[src/rtl/hazard_pkg.sv]
// Shared types for the pipeline hazard/forwarding controller.
// Optional feature macro: HAZARD_FP_EN (adds FP register-file tagging to stage records).
package hazard_pkg;

    // Stage records store indices zero-extended to this width; REG_IDX_W must not exceed it.
    localparam int HZ_IDX_MAX_W = 8;

    // Operand select encoding consumed by the E-stage operand muxes.
    typedef enum logic [1:0] {
        FWD_WB  = 2'b00,
        FWD_MEM = 2'b01,
        FWD_RF  = 2'b10
    } fwd_sel_e;

    // Destination-register state of one in-flight instruction.
    typedef struct packed {
        logic                    valid;
        logic                    we;
        logic                    is_load;
`ifdef HAZARD_FP_EN
        logic                    rd_fp;
`endif
        logic [HZ_IDX_MAX_W-1:0] rd;
    } hz_stage_t;

    localparam hz_stage_t HZ_BUBBLE = '0;

    // Select for an operand entering E: the younger producer (now in E, next in M) wins.
    function automatic fwd_sel_e hz_pick_sel(input logic use_src,
                                             input logic e_match,
                                             input logic m_match);
        if (!use_src) begin
            return FWD_RF;
        end else if (e_match) begin
            return FWD_MEM;
        end else if (m_match) begin
            return FWD_WB;
        end
        return FWD_RF;
    endfunction

endpackage

[src/rtl/hazard_match.sv]
// Compares one stage record against one source operand.
// Optional feature macro: HAZARD_FP_EN (match also requires equal register-file tag;
// the hard-wired-zero exclusion then applies only to the integer file).
module hazard_match
    import hazard_pkg::*;
(
    input  hz_stage_t                stage,
    input  logic [HZ_IDX_MAX_W-1:0]  src_idx,
`ifdef HAZARD_FP_EN
    input  logic                     src_fp,
`endif
    output logic                     match
);

    logic rd_live;
    logic same_file;

`ifdef HAZARD_FP_EN
    // f0 is an ordinary register; only integer x0 is hard-wired.
    assign rd_live   = stage.rd_fp || (stage.rd != '0);
    assign same_file = (stage.rd_fp == src_fp);
`else
    assign rd_live   = (stage.rd != '0);
    assign same_file = 1'b1;
`endif

    assign match = stage.valid && stage.we && rd_live && same_file && (stage.rd == src_idx);

endmodule

[src/rtl/hazard_fwd_unit.sv]
// Hazard and forwarding controller for the 5-stage core: tracks E/M/W destination
// state, precomputes registered E operand selects, and produces D write-through,
// load-use stall and branch flush controls.
// Optional feature macro: HAZARD_FP_EN (FP register-file flags on sources/destination).
module hazard_fwd_unit
    import hazard_pkg::*;
#(
    parameter int REG_IDX_W = 5
) (
    input  logic                 clk,
    input  logic                 rst,
    input  logic                 D_valid,
    input  logic [REG_IDX_W-1:0] D_rs1_idx,
    input  logic [REG_IDX_W-1:0] D_rs2_idx,
    input  logic [REG_IDX_W-1:0] D_rd_idx,
    input  logic                 D_use_rs1,
    input  logic                 D_use_rs2,
    input  logic                 D_reg_we,
    input  logic                 D_is_load,
`ifdef HAZARD_FP_EN
    input  logic                 D_rs1_fp,
    input  logic                 D_rs2_fp,
    input  logic                 D_rd_fp,
`endif
    input  logic                 E_branch_taken,
    output logic                 stall,
    output logic                 D_flush,
    output logic                 E_flush,
    output logic                 D_rs1_data_sel,
    output logic                 D_rs2_data_sel,
    output logic [1:0]           E_rs1_data_sel,
    output logic [1:0]           E_rs2_data_sel
);

    hz_stage_t e_reg, m_reg, w_reg, e_next;
    fwd_sel_e  e_rs1_sel_reg, e_rs2_sel_reg;
    fwd_sel_e  e_rs1_sel_next, e_rs2_sel_next;

    // Match matrix, flattened as stage*2 + source: stage 0=E, 1=M, 2=W; source 0=rs1, 1=rs2.
    hz_stage_t                stage_arr   [3];
    logic [HZ_IDX_MAX_W-1:0]  src_idx_arr [2];
    logic [5:0]               match_flat;
    logic                     load_use;

    assign stage_arr[0]   = e_reg;
    assign stage_arr[1]   = m_reg;
    assign stage_arr[2]   = w_reg;
    assign src_idx_arr[0] = HZ_IDX_MAX_W'(D_rs1_idx);
    assign src_idx_arr[1] = HZ_IDX_MAX_W'(D_rs2_idx);

`ifdef HAZARD_FP_EN
    logic src_fp_arr [2];
    assign src_fp_arr[0] = D_rs1_fp;
    assign src_fp_arr[1] = D_rs2_fp;
`endif

    generate
        for (genvar gi = 0; gi < 6; gi++) begin : g_match
            hazard_match u_match (
                .stage   (stage_arr[gi / 2]),
                .src_idx (src_idx_arr[gi % 2]),
`ifdef HAZARD_FP_EN
                .src_fp  (src_fp_arr[gi % 2]),
`endif
                .match   (match_flat[gi])
            );
        end
    endgenerate

    // A load in E cannot forward yet; hold D for one cycle unless a taken branch kills D anyway.
    assign load_use = D_valid && e_reg.is_load &&
                      ((match_flat[0] && D_use_rs1) || (match_flat[1] && D_use_rs2));
    assign stall    = load_use && !E_branch_taken;
    assign E_flush  = stall || E_branch_taken;
    assign D_flush  = E_branch_taken;

    // Register-file write-through: W writes this cycle, D reads the same register.
    assign D_rs1_data_sel = match_flat[4] && D_use_rs1;
    assign D_rs2_data_sel = match_flat[5] && D_use_rs2;

    assign E_rs1_data_sel = e_rs1_sel_reg;
    assign E_rs2_data_sel = e_rs2_sel_reg;

    // Build the record entering E; anything not transferring becomes a bubble.
    always_comb begin
        e_next         = HZ_BUBBLE;
        e_rs1_sel_next = FWD_RF;
        e_rs2_sel_next = FWD_RF;
        if (D_valid && !stall && !E_branch_taken) begin
            e_next.valid   = 1'b1;
            e_next.we      = D_reg_we;
            e_next.is_load = D_is_load;
            e_next.rd      = HZ_IDX_MAX_W'(D_rd_idx);
`ifdef HAZARD_FP_EN
            e_next.rd_fp   = D_rd_fp;
`endif
            e_rs1_sel_next = hz_pick_sel(D_use_rs1, match_flat[0], match_flat[2]);
            e_rs2_sel_next = hz_pick_sel(D_use_rs2, match_flat[1], match_flat[3]);
        end
    end

    // Advance stage records every cycle; reset empties the pipeline.
    always_ff @(posedge clk or posedge rst) begin
        if (rst) begin
            e_reg         <= HZ_BUBBLE;
            m_reg         <= HZ_BUBBLE;
            w_reg         <= HZ_BUBBLE;
            e_rs1_sel_reg <= FWD_RF;
            e_rs2_sel_reg <= FWD_RF;
        end else begin
            w_reg         <= m_reg;
            m_reg         <= e_reg;
            e_reg         <= e_next;
            e_rs1_sel_reg <= e_rs1_sel_next;
            e_rs2_sel_reg <= e_rs2_sel_next;
        end
    end

endmodule
[config.mk]
export PLATFORM = sky130hd
export DESIGN_NAME = hazard_fwd_unit
export DESIGN_NICKNAME = d
export VERILOG_FILES = /design/src/rtl/hazard_pkg.sv /design/src/rtl/hazard_match.sv /design/src/rtl/hazard_fwd_unit.sv
export SDC_FILE = /design/constraint.sdc
export NUM_CORES = 1
export LEC_CHECK = 0
export BUFFER_PORTS_ARGS = -buffer_cell sky130_fd_sc_hd__buf_2
export CAP_MARGIN = 10
export CORE_MARGIN = 4
export CORE_UTILIZATION = 55
export DETAILED_ROUTE_END_ITERATION = 8
export HOLD_SLACK_MARGIN = 0.06
export PLACE_DENSITY = 0.95
export SLEW_MARGIN = 10
export SYNTH_ARGS = -nofsm -noshare
export SYNTH_HDL_FRONTEND = slang
export SYNTH_SLANG_ARGS = --single-unit
[constraint.sdc]
create_clock -name clk -period 4.15 [get_ports clk]
set_input_delay 0.2075 -clock clk [delete_from_list [all_inputs] [get_ports clk]]
set_output_delay 0.2075 -clock clk [all_outputs]
set_load 0.02 [all_outputs]
==> results by group <==
Finish
  – Multi-input gate area: around 550 µm²
  – Fin cells: between 150 and 200
  – Layout area overhead: 16.1%
  – Max FFs per register: 8
  – Antenna cells: 0
  – Most common cell after layout, fill and taps aside: buf_2
  – Highest-count cells in the layout ignoring fill and taps: buf_2, dfrtp_1, xnor2_1
  – Fin nets: ~170
  – Reg area: 653 µm²
  – Fill count: around 140
  – Share of cells above drive strength 1: about 29%

STA
  – Fmax: ~410 MHz
  – Fin Setup TNS: 0 ps
  – RSZ-0062 raised after global routing: false
  – Final worst path period share: approximately 60%
  – Rel. slew slack: a little under two fifths
  – Fin crit period: between 2000 and 2500 ps
  – Final setup vio count: 0
  – Worst Tran Pin Value: between 900 and 1000 ps
  – Final Skew: 4.08 ps
  – Final Max Slew Viols: 0
  – Hold slack: 77.7 ps
  – Final hold vios: 0

Power
  – Net Switching: between 0.0001 and 0.00015 W
  – Internal power: 0.000344 W
  – Tot Pwr: around 0.00045 W
  – Seq pwr share: between 50 and 60%
  – LEAKAGE: between 0.6 and 0.7 nW
  – Comb power frac: 13.7%
  – PwrDens: 316 nW/µm²
  – Sw frac: 24.3%
  – Clk pwr share: 26.8%
  – Largest vdd supply drop: about 0.24 mV

Clock tree
  – Max Buffers Root-to-Sink: 2
  – Setup bufs post-CTS: 0
  – CTS tree: built
  – TritonCTS Buffers: 3
  – Worst-path clk slew: ~130 ps
  – Hold-fix buffers, CTS: 0
  – H-tree levels: 1
  – PostCTS Resize Cnt: 0
  – Clock insertion delay at the later pin of the skew report: 310 ps
  – Clock Tree Root: clkbuf_4
  – Sink Count: 26

Die
  – Site row count: 16
  – Initial core utilization: roughly three fifths
  – Full die area: approximately 3100 µm²
  – Die width: 55.4 µm
  – Die height: 55.4 µm
  – IO Count: 32
  – Core ar.: roughly 2000 µm²

Job
  – Max-cap violations: 0

Setup path
  – Worst endpoint required time: just under 4000 ps
  – Worst Setup SP: e_reg[2]
  – CP endpoint kind: output pin
  – CP endpoint: stall
  – R2R Setup Slk: about 2300 ps
  – Crit-path max FO: 12
  – Reg2reg start: e_reg[2]
  – Reg2Reg Depth: 4
  – Worst setup SP type: flip-flop
  – R2R Path End: E_rs1_data_sel[1]
  – CP arrival: around 2200 ps
  – Crit path kind: reg -> out

Routing
  – TritonRoute pass-1 iters: 4
  – Wire length per cell: around 16 µm
  – Via density: 5.53
  – DRC violations left: 0
  – Via count: a little over 900
  – Drt total wl: about 2600 µm
  – Routed length on met3: about 240 µm
  – WL met1: 1040 µm
  – ANT nets after route: 0
  – WL met2: between 1000 and 1500 µm
  – Top Layer Used: met4
  – Initial DRC Count: 11

Synthesis
  – Flops & latches, synth: 26
  – Yosys cell types: 25
  – Yosys top cell area share: between 40% and 50%
  – Synthesized Nets: between 100 and 150
  – Sequential-to-total area share from yosys stat: a little over half
  – Top cells by area, synth: dfrtp_1, xnor2_1, xor2_1
  – Area leader, netlist: dfrtp_1
  – Cells after Synth: 110
  – YS warnings: 0
  – Syn Std Cell Area: 1240 µm²
  – Avg Cell Area, Syn: around 11 µm²

Global route
  – Congestion Overflow GR: 0
  – First-pass GRT wire length: 4260 µm
  – Initial antenna violation count: 0
  – Largest net degree at the start of global routing: 27
  – GR Util All Layers: approximately 18%
  – Number of global-route vias before repair: between 900 and 1000

Place
  – Post-Place Cells: approximately 160
  – Port Buf Inserts: 31
  – RePlAce Congestion: between 0.8 and 0.9

Run status
  – Outcome: finished clean

Worst hold path
  – Worst hold path type: in -> async
[per-layer routing]
metal	vias to the layer above	GRT usage, %
met5	-	0
met4	0	6.94
met3	5	4.66
met2	44	30.7
met1	431	21.2
li1	449	-
[kinds of logic (layout without fill, tap and decap cells)]
group,after synthesis,count (layout),share of synthesized area [%]
flip-flops,26,26,52.8
XOR/XNOR,30,30,21.2
AO/OA/AOI/OAI,15,15,8.29
buffers and inverters,6,37,2.73
AND/OR/NAND/NOR,33,33,15.0
[critical path, stage by stage, from the launching register on]
cell and delay (ps):
dfrtp_1 450, xnor2_1 210, nand4_1 160, o22ai_1 660, and3_1 260, buf_2 160
[synthesized netlist by cell type, drive strengths merged]
| cell type | number |
|---|---|
| dfrtp | 24 |
| nand4 | 4 |
| inv | 2 |
| nor4 | 4 |
| nor2 | 1 |
| nand4b | 2 |
| buf | 2 |
| nand2b | 1 |
| o22ai | 1 |
| nor3 | 2 |
| clkbuf | 2 |
| a31o | 1 |
| a221o | 2 |
| nor2b | 1 |
| o211ai | 3 |
| or3 | 2 |
| xor2 | 8 |
| or4 | 3 |
| and3 | 1 |
| nand2 | 12 |
| xnor2 | 22 |
| a21oi | 8 |
| dfstp | 2 |
[per-stage QoR]
step	util, %	cell area (µm²)	setup WS [ps]
5_1_grt	70.3	1440	1480
3_3_place_gp	68.6	1400	2220
2_1_floorplan	-	1240	2310
6_report	70.3	1440	1720
3_5_place_dp	68.6	1400	2060
4_1_cts	70.3	1440	1690
[power by group through the flow]
stage	Combinational (W)	Sequential, W	Clock (W)
after global routing	0.0000685	0.000272	0.000138
final	0.0000622	0.000271	0.000122
after detailed placement	0.0000623	0.000275	0
after global placement	0.0000586	0.000275	0
after CTS	0.0000625	0.000271	0.000125
after floorplan	0.0000385	0.000273	0
[final cells by class]
cell class	count	area share [%]
sequential	26	45.5
clock buffer	4	2.53
inverter	2	0.523
multi-input combinational	78	38.3
timing repair buffer	31	10.8
tap	27	2.35
[how the worst min path moves through the flow]
stage	start	endpoint	slack [ps]	cells after the start
CTS	D_rd_idx[0]	e_reg[0]	80	3
detailed placement	m_reg[9]	stage_arr[9]	370	0
global route	D_reg_we	e_reg[9]	70	3
global placement	m_reg[10]	stage_arr[10]	360	0
floorplan	rst	E_rs1_data_sel[0]	250	1
finish	rst	e_reg[4]	80	2
No activity file was read; power rests on OpenSTA's default activity.
